File: src/rtl/dm_arb_pkg.sv
// Shared types and helpers for the data-memory arbiter.
// Lane mask expansion, port selection encoding and the request bundle.
package dm_arb_pkg;

   localparam int STARVE_W = 4;

   typedef enum logic [1:0] {
      PORT_NONE,
      PORT_C,
      PORT_A
   } port_e;

   typedef struct packed {
      logic        we;
      logic [31:0] addr;
      logic [3:0]  be;
      logic [31:0] wdata;
   } req_t;

   function automatic logic [31:0] be_to_mask(input logic [3:0] be);
      logic [31:0] mask;
      mask = '0;
      for (int i = 0; i < 4; i++) begin
         mask[i*8 +: 8] = {8{be[i]}};
      end
      return mask;
   endfunction

endpackage

File: src/rtl/dm_byte_merge.sv
// Byte-lane merge of a new word into the current memory word; purely combinational,
// zero latency, no flow control of its own.
module dm_byte_merge
   import dm_arb_pkg::*;
(
   input  logic [31:0] old_word,
   input  logic [31:0] new_word,
   input  logic [3:0]  be,
   output logic [31:0] merged
);

   logic [31:0] mask;

   assign mask   = be_to_mask(be);
   assign merged = (old_word & ~mask) | (new_word & mask);

endmodule

File: src/rtl/dm_arbiter.sv
// Single-port data-memory arbiter: CPU port has priority, aux port gets a forced grant after
// STARVE_MAX denied cycles; zero-latency memory access, aux read data one cycle after accept.
module dm_arbiter
   import dm_arb_pkg::*;
#(
   parameter int ADDR_W     = 12,
   parameter int STARVE_MAX = 4
) (
   input  logic        clk,
   input  logic        reset,
   input  logic        c_req,
   input  logic        c_we,
   input  logic [31:0] c_addr,
   input  logic [3:0]  c_be,
   input  logic [31:0] c_wdata,
   output logic [31:0] c_rdata,
   output logic        c_stall,
   input  logic        a_valid,
   output logic        a_ready,
   input  logic        a_we,
   input  logic [31:0] a_addr,
   input  logic [3:0]  a_be,
   input  logic [31:0] a_wdata,
   output logic        a_rvalid,
   output logic [31:0] a_rdata,
   output logic        a_err,
   output logic [29:0] m_addr,
   output logic [31:0] m_wdata,
   output logic        m_we,
   input  logic [31:0] m_rdata
);

   localparam logic [STARVE_W-1:0] STARVE_LIM = STARVE_W'(STARVE_MAX);

   function automatic logic in_range(input logic [31:0] addr);
      return (addr >> (ADDR_W + 2)) == 32'd0;
   endfunction

   logic [STARVE_W-1:0] starve;
   logic                grant_a;
   logic                grant_c;
   port_e               sel;
   req_t                c_side;
   req_t                a_side;
   req_t                act;
   logic                act_in_range;
   logic                c_in_range;
   logic                a_in_range;
   logic                a_rd_accept;

   assign grant_a = a_valid && (!c_req || starve == STARVE_LIM);
   assign grant_c = c_req && !grant_a;

   assign c_stall = c_req && grant_a;
   assign a_ready = grant_a;

   assign c_side = '{we: c_we, addr: c_addr, be: c_be, wdata: c_wdata};
   assign a_side = '{we: a_we, addr: a_addr, be: a_be, wdata: a_wdata};

   always_comb begin
      sel = PORT_NONE;
      if (grant_a) begin
         sel = PORT_A;
      end else if (grant_c) begin
         sel = PORT_C;
      end
   end

   // With no grant the CPU address still drives the memory so its read path stays quiet.
   always_comb begin
      act = c_side;
      case (sel)
         PORT_A:  act = a_side;
         PORT_C:  act = c_side;
         default: act = '{we: 1'b0, addr: c_addr, be: 4'h0, wdata: 32'h0};
      endcase
   end

   assign act_in_range = in_range(act.addr);
   assign c_in_range   = in_range(c_addr);
   assign a_in_range   = in_range(a_addr);

   assign m_addr = act.addr[31:2];
   assign m_we   = (sel != PORT_NONE) && act.we && (act.be != 4'h0) && act_in_range;

   dm_byte_merge u_merge (
      .old_word (m_rdata),
      .new_word (act.wdata),
      .be       (act.be),
      .merged   (m_wdata)
   );

   assign c_rdata     = (grant_c && c_in_range) ? m_rdata : 32'h0;
   assign a_rd_accept = grant_a && !a_we;

   always_ff @(posedge clk or negedge reset) begin
      if (!reset) begin
         starve   <= '0;
         a_rvalid <= 1'b0;
         a_rdata  <= 32'h0;
         a_err    <= 1'b0;
      end else begin
         if (a_valid && !grant_a) begin
            if (starve != STARVE_LIM) begin
               starve <= starve + 1'b1;
            end
         end else begin
            starve <= '0;
         end

         a_rvalid <= a_rd_accept;
         if (a_rd_accept) begin
            a_rdata <= a_in_range ? m_rdata : 32'h0;
            a_err   <= !a_in_range;
         end
      end
   end

endmodule

File: config.mk
export PLATFORM = sky130hd
export DESIGN_NAME = dm_arbiter
export DESIGN_NICKNAME = d
export VERILOG_FILES = /design/src/rtl/dm_arb_pkg.sv /design/src/rtl/dm_byte_merge.sv /design/src/rtl/dm_arbiter.sv
export SDC_FILE = /design/constraint.sdc
export NUM_CORES = 1
export LEC_CHECK = 0
export BUFFER_PORTS_ARGS = -buffer_cell sky130_fd_sc_hd__buf_2
export CAP_MARGIN = 20
export CORE_AREA = 2 2 118 120
export DETAILED_ROUTE_END_ITERATION = 12
export DIE_AREA = 0 0 120 122
export PLACE_DENSITY = 0.68
export SETUP_SLACK_MARGIN = 0.4
export SYNTH_ARGS = -nofsm -noshare
export SYNTH_HDL_FRONTEND = slang
export SYNTH_SLANG_ARGS = --single-unit
File: constraint.sdc
create_clock -name clk -period 3.48 [get_ports clk]
set_input_delay 0.696 -clock clk [delete_from_list [all_inputs] [get_ports clk]]
set_output_delay 0.696 -clock clk [all_outputs]
set_load 0.01 [all_outputs]
Word level (Yosys, flattened, before mapping)

Index checks and enable logic that the tools add are counted.

Bits in registers: 38
Input port bits: 174
Output and inout port bits: 131
Logic and storage cells: 40

Add/sub/neg operators: 1
Equality and inequality tests: 5
Mux-type cells: 7
Bitwise logic cells: 4
Reduce and logical (&&, ||, !) cells: 19

Operators by type and width:

| operator              | number |
|---|---|
| $pmux W69 S2          | 1 |
| $logic_not A32 Y1     | 3 |
| $and A32 B32 Y32      | 2 |
| $mux W32              | 2 |
| $not A32 Y32          | 1 |
| $or A32 B32 Y32       | 1 |
| $logic_and A1 B1 Y1   | 9 |
| $mux W4               | 2 |
| $add A4 B1 Y4 const B | 1 |
| $eq A4 B3 Y1 const B  | 1 |
| $logic_not A1 Y1      | 4 |
| $ne A4 B3 Y1 const B  | 1 |
| $reduce_bool A4 Y1    | 1 |
| $eq A2 B1 Y1 const B  | 1 |
| $eq A2 B2 Y1 const B  | 1 |
| $mux W2               | 1 |
| $ne A2 B1 Y1 const B  | 1 |
| $reduce_bool A2 Y1    | 1 |
| $logic_or A1 B1 Y1    | 1 |
| $mux W1               | 1 |

Longest topological paths before layout

Gate-level depths: netlist of run 1.

Depth in word-level cells: 12
Mapped depth: 10
Gate-level depth less buffers: 7

Hierarchy

A second synthesis of run 1 with hierarchy kept.

Cells, all modules: 405
Area, all modules: 3580.9 sq um

By module, submodules not included:

| module        | times used | cells each | area each (sq um) | sequential area each (sq um) |
|---|---|---|---|---|
| dm_arbiter    | 1          | 369        | 3055.4            | 950.9 |
| dm_byte_merge | 1          | 36         | 525.5             | 0.0 |

Worst setup path before layout of run 1

OpenSTA, ideal clock, no wires.

Path type: input-to-output
Start: in c_req
End: out m_wdata[10]
Arrival time: 2106 ps
Data required time: 2784 ps
Slack: 678 ps
Stages on the path: 8
Buffers on the path: 3
Path through: clkbuf_1 > inv_2 > o21ai_4 > inv_2 > buf_6 > a22o_1 > buf_6 > mux2_4

Cells in the longest elaborated chain, start to end: 12
Elaborated cells between the ends (all ways): 14
Classes of those cells: 2 x eq/ne; 3 x mux; 4 x bitwise; 5 x reduce/logical

Ends and longest elaborated chain:

| what                                                | RTL line            | text |
|---|---|---|
| start, declared                                     | dm_arbiter.sv:11    | `input logic c_req,` |
| $logic_not A1 Y1                                    | dm_arbiter.sv:51    | `assign grant_a = a_valid && (!c_req \|\| starve == STARVE_LIM);` |
| $logic_or A1 B1 Y1                                  | dm_arbiter.sv:51    |  |
| $logic_and A1 B1 Y1                                 | dm_arbiter.sv:51    |  |
| $logic_not A1 Y1                                    | dm_arbiter.sv:52    | `assign grant_c = c_req && !grant_a;` |
| $logic_and A1 B1 Y1                                 | dm_arbiter.sv:52    |  |
| $mux W1                                             | dm_arbiter.sv:64    | `end else if (grant_c) begin` |
| $mux W2 *                                           | dm_arbiter.sv:62    | `if (grant_a) begin` |
| $eq A2 B1 Y1 / $eq A2 B2 Y1 (equally long branches) | dm_arbiter.sv:72    | `case (sel)` |
| $pmux W69 S2 *                                      | dm_arbiter.sv:72    |  |
| $not A32 Y32                                        | dm_byte_merge.sv:15 | `assign merged = (old_word & ~mask) \| (new_word & mask);` |
| $and A32 B32 Y32                                    | dm_byte_merge.sv:15 |  |
| $or A32 B32 Y32 *                                   | dm_byte_merge.sv:15 |  |
| end, declared                                       | dm_arbiter.sv:28    | `output logic [31:0] m_wdata,` |

Mark *: on every way between the ends. The rest lies on a longest branch, timed or not.

Final worst setup path of run 1

Start: in c_addr[26]
End: out c_rdata[0]

Cells in the longest elaborated chain, start to end: 3

Ends and longest elaborated chain:

| what                | RTL line         | text |
|---|---|---|
| start, declared     | dm_arbiter.sv:13 | `input logic [31:0] c_addr,` |
| $logic_not A32 Y1   | dm_arbiter.sv:36 | `return (addr >> (ADDR_W + 2)) == 32'd0;` |
| $logic_and A1 B1 Y1 | dm_arbiter.sv:93 | `assign c_rdata = (grant_c && c_in_range) ? m_rdata : 32'h0;` |
| $mux W32            | dm_arbiter.sv:93 |  |
| end, declared       | dm_arbiter.sv:16 | `output logic [31:0] c_rdata,` |

No other way between the ends.

==> impl_metrics.tcl, run 1 <==
set metrics [dict create \
    status "finished clean" \
    final_cell_mix "300 x buf_2, 38 x mux2_2, 38 x dfrtp_1" \
    rr_endpoint "a_rdata[6]$_DFFE_PN0P_" \
    synth_area_um2 3440 \
    syn2layout_area_growth_pct 57.8 \
    fin_skew_ps 5.88 \
    worstHoldPathCells 2 \
    die_y_um 122 \
    clockBufferDepth 2 \
    fin_crit_ps 3000 \
    first_iter_violations 234 \
    cp.arrival_ps 2310 \
    drt-met1-wl_um 6220 \
    dr_total_vias 4092 \
    io_pins 305 \
    cts_tree "yes" \
    synthFlopType "dfrtp_1" \
    power_mw 1.50 \
    rows 43 \
    postPlaceCellArea_um2 5130 \
    drt-wirelength-per-cell_um 17.1 \
    synthXorXnorAreaFrac_pct 0.509 \
    cts_buffers 5 \
    crit_type "input pin to output pin" \
    reg2reg_slack_ps 1110 \
    drv_cap 0 \
    slew_viol_final 0 \
    yosys-top-cells-area "dfrtp_1 28%, mux2_2 12%, mux2_4 10%" \
    peakVddDrop_mv 0.214 \
    hold_path_startpoint "a_err$_DFFE_PN0P_" \
    met3_wirelength_um 1100 \
    cpPeakStageDelay_ps 450 \
    cts_sinks 38 \
    yosysWarningCount 0 \
    synth-adder-area-share_pct 0.727 \
    synth_edf_count 0 \
    design.die.area_um2 14600 \
    fin_crit_sh_pct 86.3 \
    nets 846 \
    cts.clk_slew.worst_paths_ps 60 \
    clk_latency_ps 280 \
    hold_end "a_err$_DFFE_PN0P_" \
    fmax_mhz 333 \
    drive_gt1_share_pct 65.0 \
    grt_max_degree 39 \
    synth_seq_area_share_pct 27.6 \
    grt_antenna_before_repair 4 \
    finalSetupViolations 0 \
    vias_per_cell 4.80 \
    grt_first_pass_wirelength_um 21400 \
    p_per_area_nw_per_um2 276 \
    start_util_pct 25.5 \
    finalNonFillerCells 853 \
    max_slew_margin_pct 41.3 \
    dp_cells 836 \
    hold_buffers 0 \
    io_buffers 300 \
    core-area_um2 13500 \
    cpMaxStageDelayCell "nor4_1" \
    synth_mux_area_share_pct 22.9 \
    syn_nets 554 \
    grt_overflow 0 \
    synth.top_cell.area_share_pct 27.6 \
    dpl.hpwl_um 11300 \
    worst_pin_slew_ps 880 \
    crit_chain "buf_2 > nor4_1 > nand4_1 > nor3_4 > buf_4 > and2_1 > buf_2" \
    crit_fanout 15 \
    reg2regPathDepth 8 \
    met2_length_um 7170 \
    dr.pass1.iters 4 \
    wl_um 14600 \
    r2r-start "starve[1]$_DFFE_PN0P_" \
    async_flop_share_pct 100 \
    synth_top_family_by_area "multiplexers" \
    layout_commonest_cell "buf_2" \
    yosys.area_share.simple_pct 19.6 \
    drc 0 \
    setup_tns_ps 0 \
    dr.max_layer_used "met5" \
    setup.worst_path.end_class "output pin" \
    synth-compound-area-share_pct 22.6 \
    h-tree-depth 2 \
    synth_cell_types 34 \
    start_kind "input pin" \
    crit_required_ps 2780 \
    ys_seq_elements 38 \
    p_leak_nw 2.97 \
    hp-class "flop to flop" \
    crit_top_cell "buf_2" \
    first_global_vias 3787 \
    grtUsageTotal_pct 18.6 \
    finalHoldViolations 0 \
    ant_nets 0 \
    synth_top_area_cell "dfrtp_1" \
    root_buffer "clkbuf_16" \
    die_x_um 120 \
    place_congestion 0.885 \
    final_area_um2 5430 \
    syn_inst 378 \
    synth_area_per_cell_um2 9.11 \
    grt_setup_unrepaired "yes" \
]
## critical path, delay by kind of cell
kind                   cells  cell delay (ps)
and+or+nand+nor            4             1130
buffers and inverters      3              470
## layout make-up
type	instances	area, um2
Antenna cell	2	5.00
Clock buffer	5	125
Clock inverter	3	68.8
Fill cell	1412	8070
Inverter	6	25.0
Multi-Input combinational cell	295	2310
Sequential cell	38	951
Tap cell	180	225
Timing Repair Buffer	324	1720
## what timing repair did
item                       CTS  global route
resized for setup            2             8
pin swaps                    0             1
setup endpoints to repair   65            32
cloned                       0             1
buffers inserted             3             3
## flip-flops by register name (all words and copies together) (netlist names)
signal	flops
a_rdata	32
starve	4
a_rvalid	1
a_err	1
## per-stage QoR
| stage | hold WS, ps | util (%) | worst slack (ps) |
|---|---|---|---|
| 6_report | 528 | 40.2 | 478 |
| 5_1_grt | 570 | 40.2 | 391 |
| 4_1_cts | 539 | 39.6 | 419 |
| 3_5_place_dp | 489 | 38.0 | 464 |
| 3_3_place_gp | 481 | 38.0 | 488 |
| 2_1_floorplan | 400 | - | 678 |
## synthesized netlist by cell type (2+ instances only)
master    instances
a21oi_1           2
a22o_1            4
a31o_2           32
and2_1           32
buf_1             3
buf_2             6
buf_6             4
clkbuf_1         26
dfrtp_1          38
ha_1              2
inv_1             4
inv_2             2
mux2_2           38
mux2_4           24
nand2_1          32
nand3_1           2
nand4_1           2
nor2_1            8
nor2b_1          32
nor4_1            7
nor4b_1           2
o211ai_1         32
o21ai_0          32
o41ai_1           2
## how the worst max path moves through the flow
stage	start	endpoint	slack (ps)	depth (start not counted)
after floorplan	c_req	m_wdata[10]	680	8
after detailed placement	starve[0]$_DFFE_PN0P_	m_wdata[15]	460	10
after global placement	starve[0]$_DFFE_PN0P_	m_wdata[14]	490	10
after global routing	starve[1]$_DFFE_PN0P_	c_rdata[22]	390	10
final	c_addr[26]	c_rdata[0]	480	7
after CTS	starve[1]$_DFFE_PN0P_	m_wdata[15]	420	10
## power breakdown
part | total [mW] | leakage [nW] | internal (mW) | switching (mW)
logic | 0.450 | 2.35 | 0.227 | 0.223
clock network | 0.605 | 0.0940 | 0.412 | 0.193
registers | 0.444 | 0.524 | 0.443 | 0.000720
total | 1.50 | 2.97 | 1.08 | 0.417
## kinds of logic (layout without fill, tap and decap cells)
group / Yosys count / in the layout
compound gates: 107 / 107
xor+xnor: 2 / 2
fa+ha+maj: 2 / 2
buf+inv: 45 / 338
flops: 38 / 38
mux: 62 / 62
other cells: 0 / 2
simple gates: 122 / 122
## layer usage
layer | GRT usage, % | vias to the layer above
li1 | - | 1962
met1 | 24.8 | 1949
met2 | 32.2 | 168
met3 | 3.37 | 9
met4 | 2.43 | 4
met5 | 0 | -
Note: power is estimated with default switching activity, not from simulation.
==> run 2, diff against run 1 <==
==> constraint.sdc (replaced) <==
create_clock -name clk -period 3.48 [get_ports clk]
set_input_delay 0.174 -clock clk [delete_from_list [all_inputs] [get_ports clk]]
set_output_delay 0.174 -clock clk [all_outputs]
set_load 0.01 [all_outputs]
==> impl_metrics.tcl, run 2 (synthesis gave the netlist of run 1 again) <==
set metrics [dict create \
    status "finished clean" \
    setup.worst_path.end_class "output pin" \
    crit_fanout 23 \
    peakVddDrop_mv 0.225 \
    largest_reg_flops 32 \
    io_pins 305 \
    nets 832 \
    cts.clk_slew.worst_paths_ps 60 \
    design.die.area_um2 14600 \
    start_util_pct 25.5 \
    setup_slack_ps 542 \
    p_leak_nw 2.88 \
    dr_total_vias 3998 \
    final_area_um2 5260 \
    setup_tns_ps 0 \
    crit_type "flop to output pin" \
    crit_required_ps 3310 \
    rr_endpoint "a_rdata[24]$_DFFE_PN0P_" \
    cts_sinks 38 \
    dr.pass1.iters 4 \
    core-area_um2 13500 \
    regArea_um2 951 \
    max_slew_margin_pct 38.6 \
    r2r-start "starve[0]$_DFFE_PN0P_" \
    drc 0 \
    fin_crit_ps 2940 \
    place_ws_ps 765 \
    worst_pin_slew_ps 919 \
    wl_um 14300 \
    dp_cells 827 \
    cts_tree "yes" \
    clk_latency_ps 280 \
    die_y_um 122 \
    grt_antenna_before_repair 6 \
    layout_commonest_cell "buf_2" \
    drv_cap 0 \
    top_regs "a_rdata: 32 flops, starve: 4 flops" \
    grtUsageTotal_pct 18.4 \
    drt-wirelength-per-cell_um 17.0 \
    finalNonFillerCells 840 \
    die_x_um 120 \
    io_buffers 300 \
    h-tree-depth 2 \
    first_iter_violations 252 \
    dpl.hpwl_um 11000 \
    drive_gt1_share_pct 63.9 \
    fin_skew_ps 5.76 \
    cts_buffers 5 \
    clockBufferDepth 2 \
    regMostFlops "a_rdata" \
    ant_nets 0 \
    cp.arrival_ps 2760 \
    final_cell_mix "300 x buf_2, 38 x mux2_2, 38 x dfrtp_1" \
    finalHoldViolations 0 \
    finalSetupViolations 0 \
    multi_input_area_um2 2300 \
    grt_setup_unrepaired "no" \
    vias_per_cell 4.76 \
    hp-class "input pin to asynchronous set/reset pin" \
    syn2layout_area_growth_pct 52.9 \
    reg2reg_slack_ps 1130 \
    grt_overflow 0 \
    fin_util_pct 39.0 \
    fmax_mhz 340 \
    first_global_vias 3826 \
    grt_first_pass_wirelength_um 21100 \
    grt_max_degree 40 \
    fillers 1426 \
    postPlaceCellArea_um2 5070 \
    place_congestion 0.906 \
    rows 43 \
    start_kind "flop" \
    fin_crit_sh_pct 84.4 \
    p_per_area_nw_per_um2 266 \
    root_buffer "clkbuf_16" \
    reg2regPathDepth 7 \
    slew_viol_final 0 \
]
run 2: per-layer routing:
metal	share of wire (%)	global-route usage (%)	wire length (um)
met1	43	24.5	6160
met2	48	30.6	6860
met3	7.4	3.84	1060
met4	1.0	3.90	145
met5	0.36	0	52
run 2: layout make-up:
type / instances / share of cell area (%)
Clock buffer: 5 / 2.38
Inverter: 6 / 0.428
Tap cell: 180 / 4.28
Antenna cell: 3 / 0.143
Clock inverter: 3 / 0.761
Timing Repair Buffer: 310 / 30.2
Sequential cell: 38 / 18.1
Multi-Input combinational cell: 295 / 43.7
run 2: where the power goes:
part           switching [mW]  leakage, nW  internal (mW)
sequential            0.00112        0.524          0.443
clock                   0.186       0.0836          0.336
combinational           0.216         2.27          0.215
total                   0.404         2.88          0.994
run 2: critical path, cell delays in order, from the launching register on:
cell	delay (ps)
dfrtp_1	410
inv_1	70
ha_1	150
and3b_2	380
o21ai_4	80
inv_2	340
a22o_1	580
mux2_4	350
buf_2	140
run 2: metrics by stage:
step | total power, mW | hold slack (ps)
2_1_floorplan | 0.672 | -122
3_3_place_gp | 0.883 | 362
3_5_place_dp | 0.885 | 371
4_1_cts | 1.42 | 69.1
5_1_grt | 1.48 | 106
6_report | 1.40 | 30.5
run 2: worst max path at each step:
stage,to,cells after the start,from
2_1_floorplan,m_wdata[10],10,starve[0]$_DFFE_PN0P_
3_3_place_gp,m_wdata[23],8,starve[0]$_DFFE_PN0P_
3_5_place_dp,c_rdata[10],9,starve[0]$_DFFE_PN0P_
4_1_cts,c_rdata[3],9,starve[0]$_DFFE_PN0P_
5_1_grt,m_wdata[13],8,starve[0]$_DFFE_PN0P_
6_report,m_wdata[13],8,starve[0]$_DFFE_PN0P_
run 2: what timing repair did:
item                       CTS  global route
hold buffers                 0             0
setup buffers                0             2
setup endpoints to repair    0            25
gates resized for setup      0             1
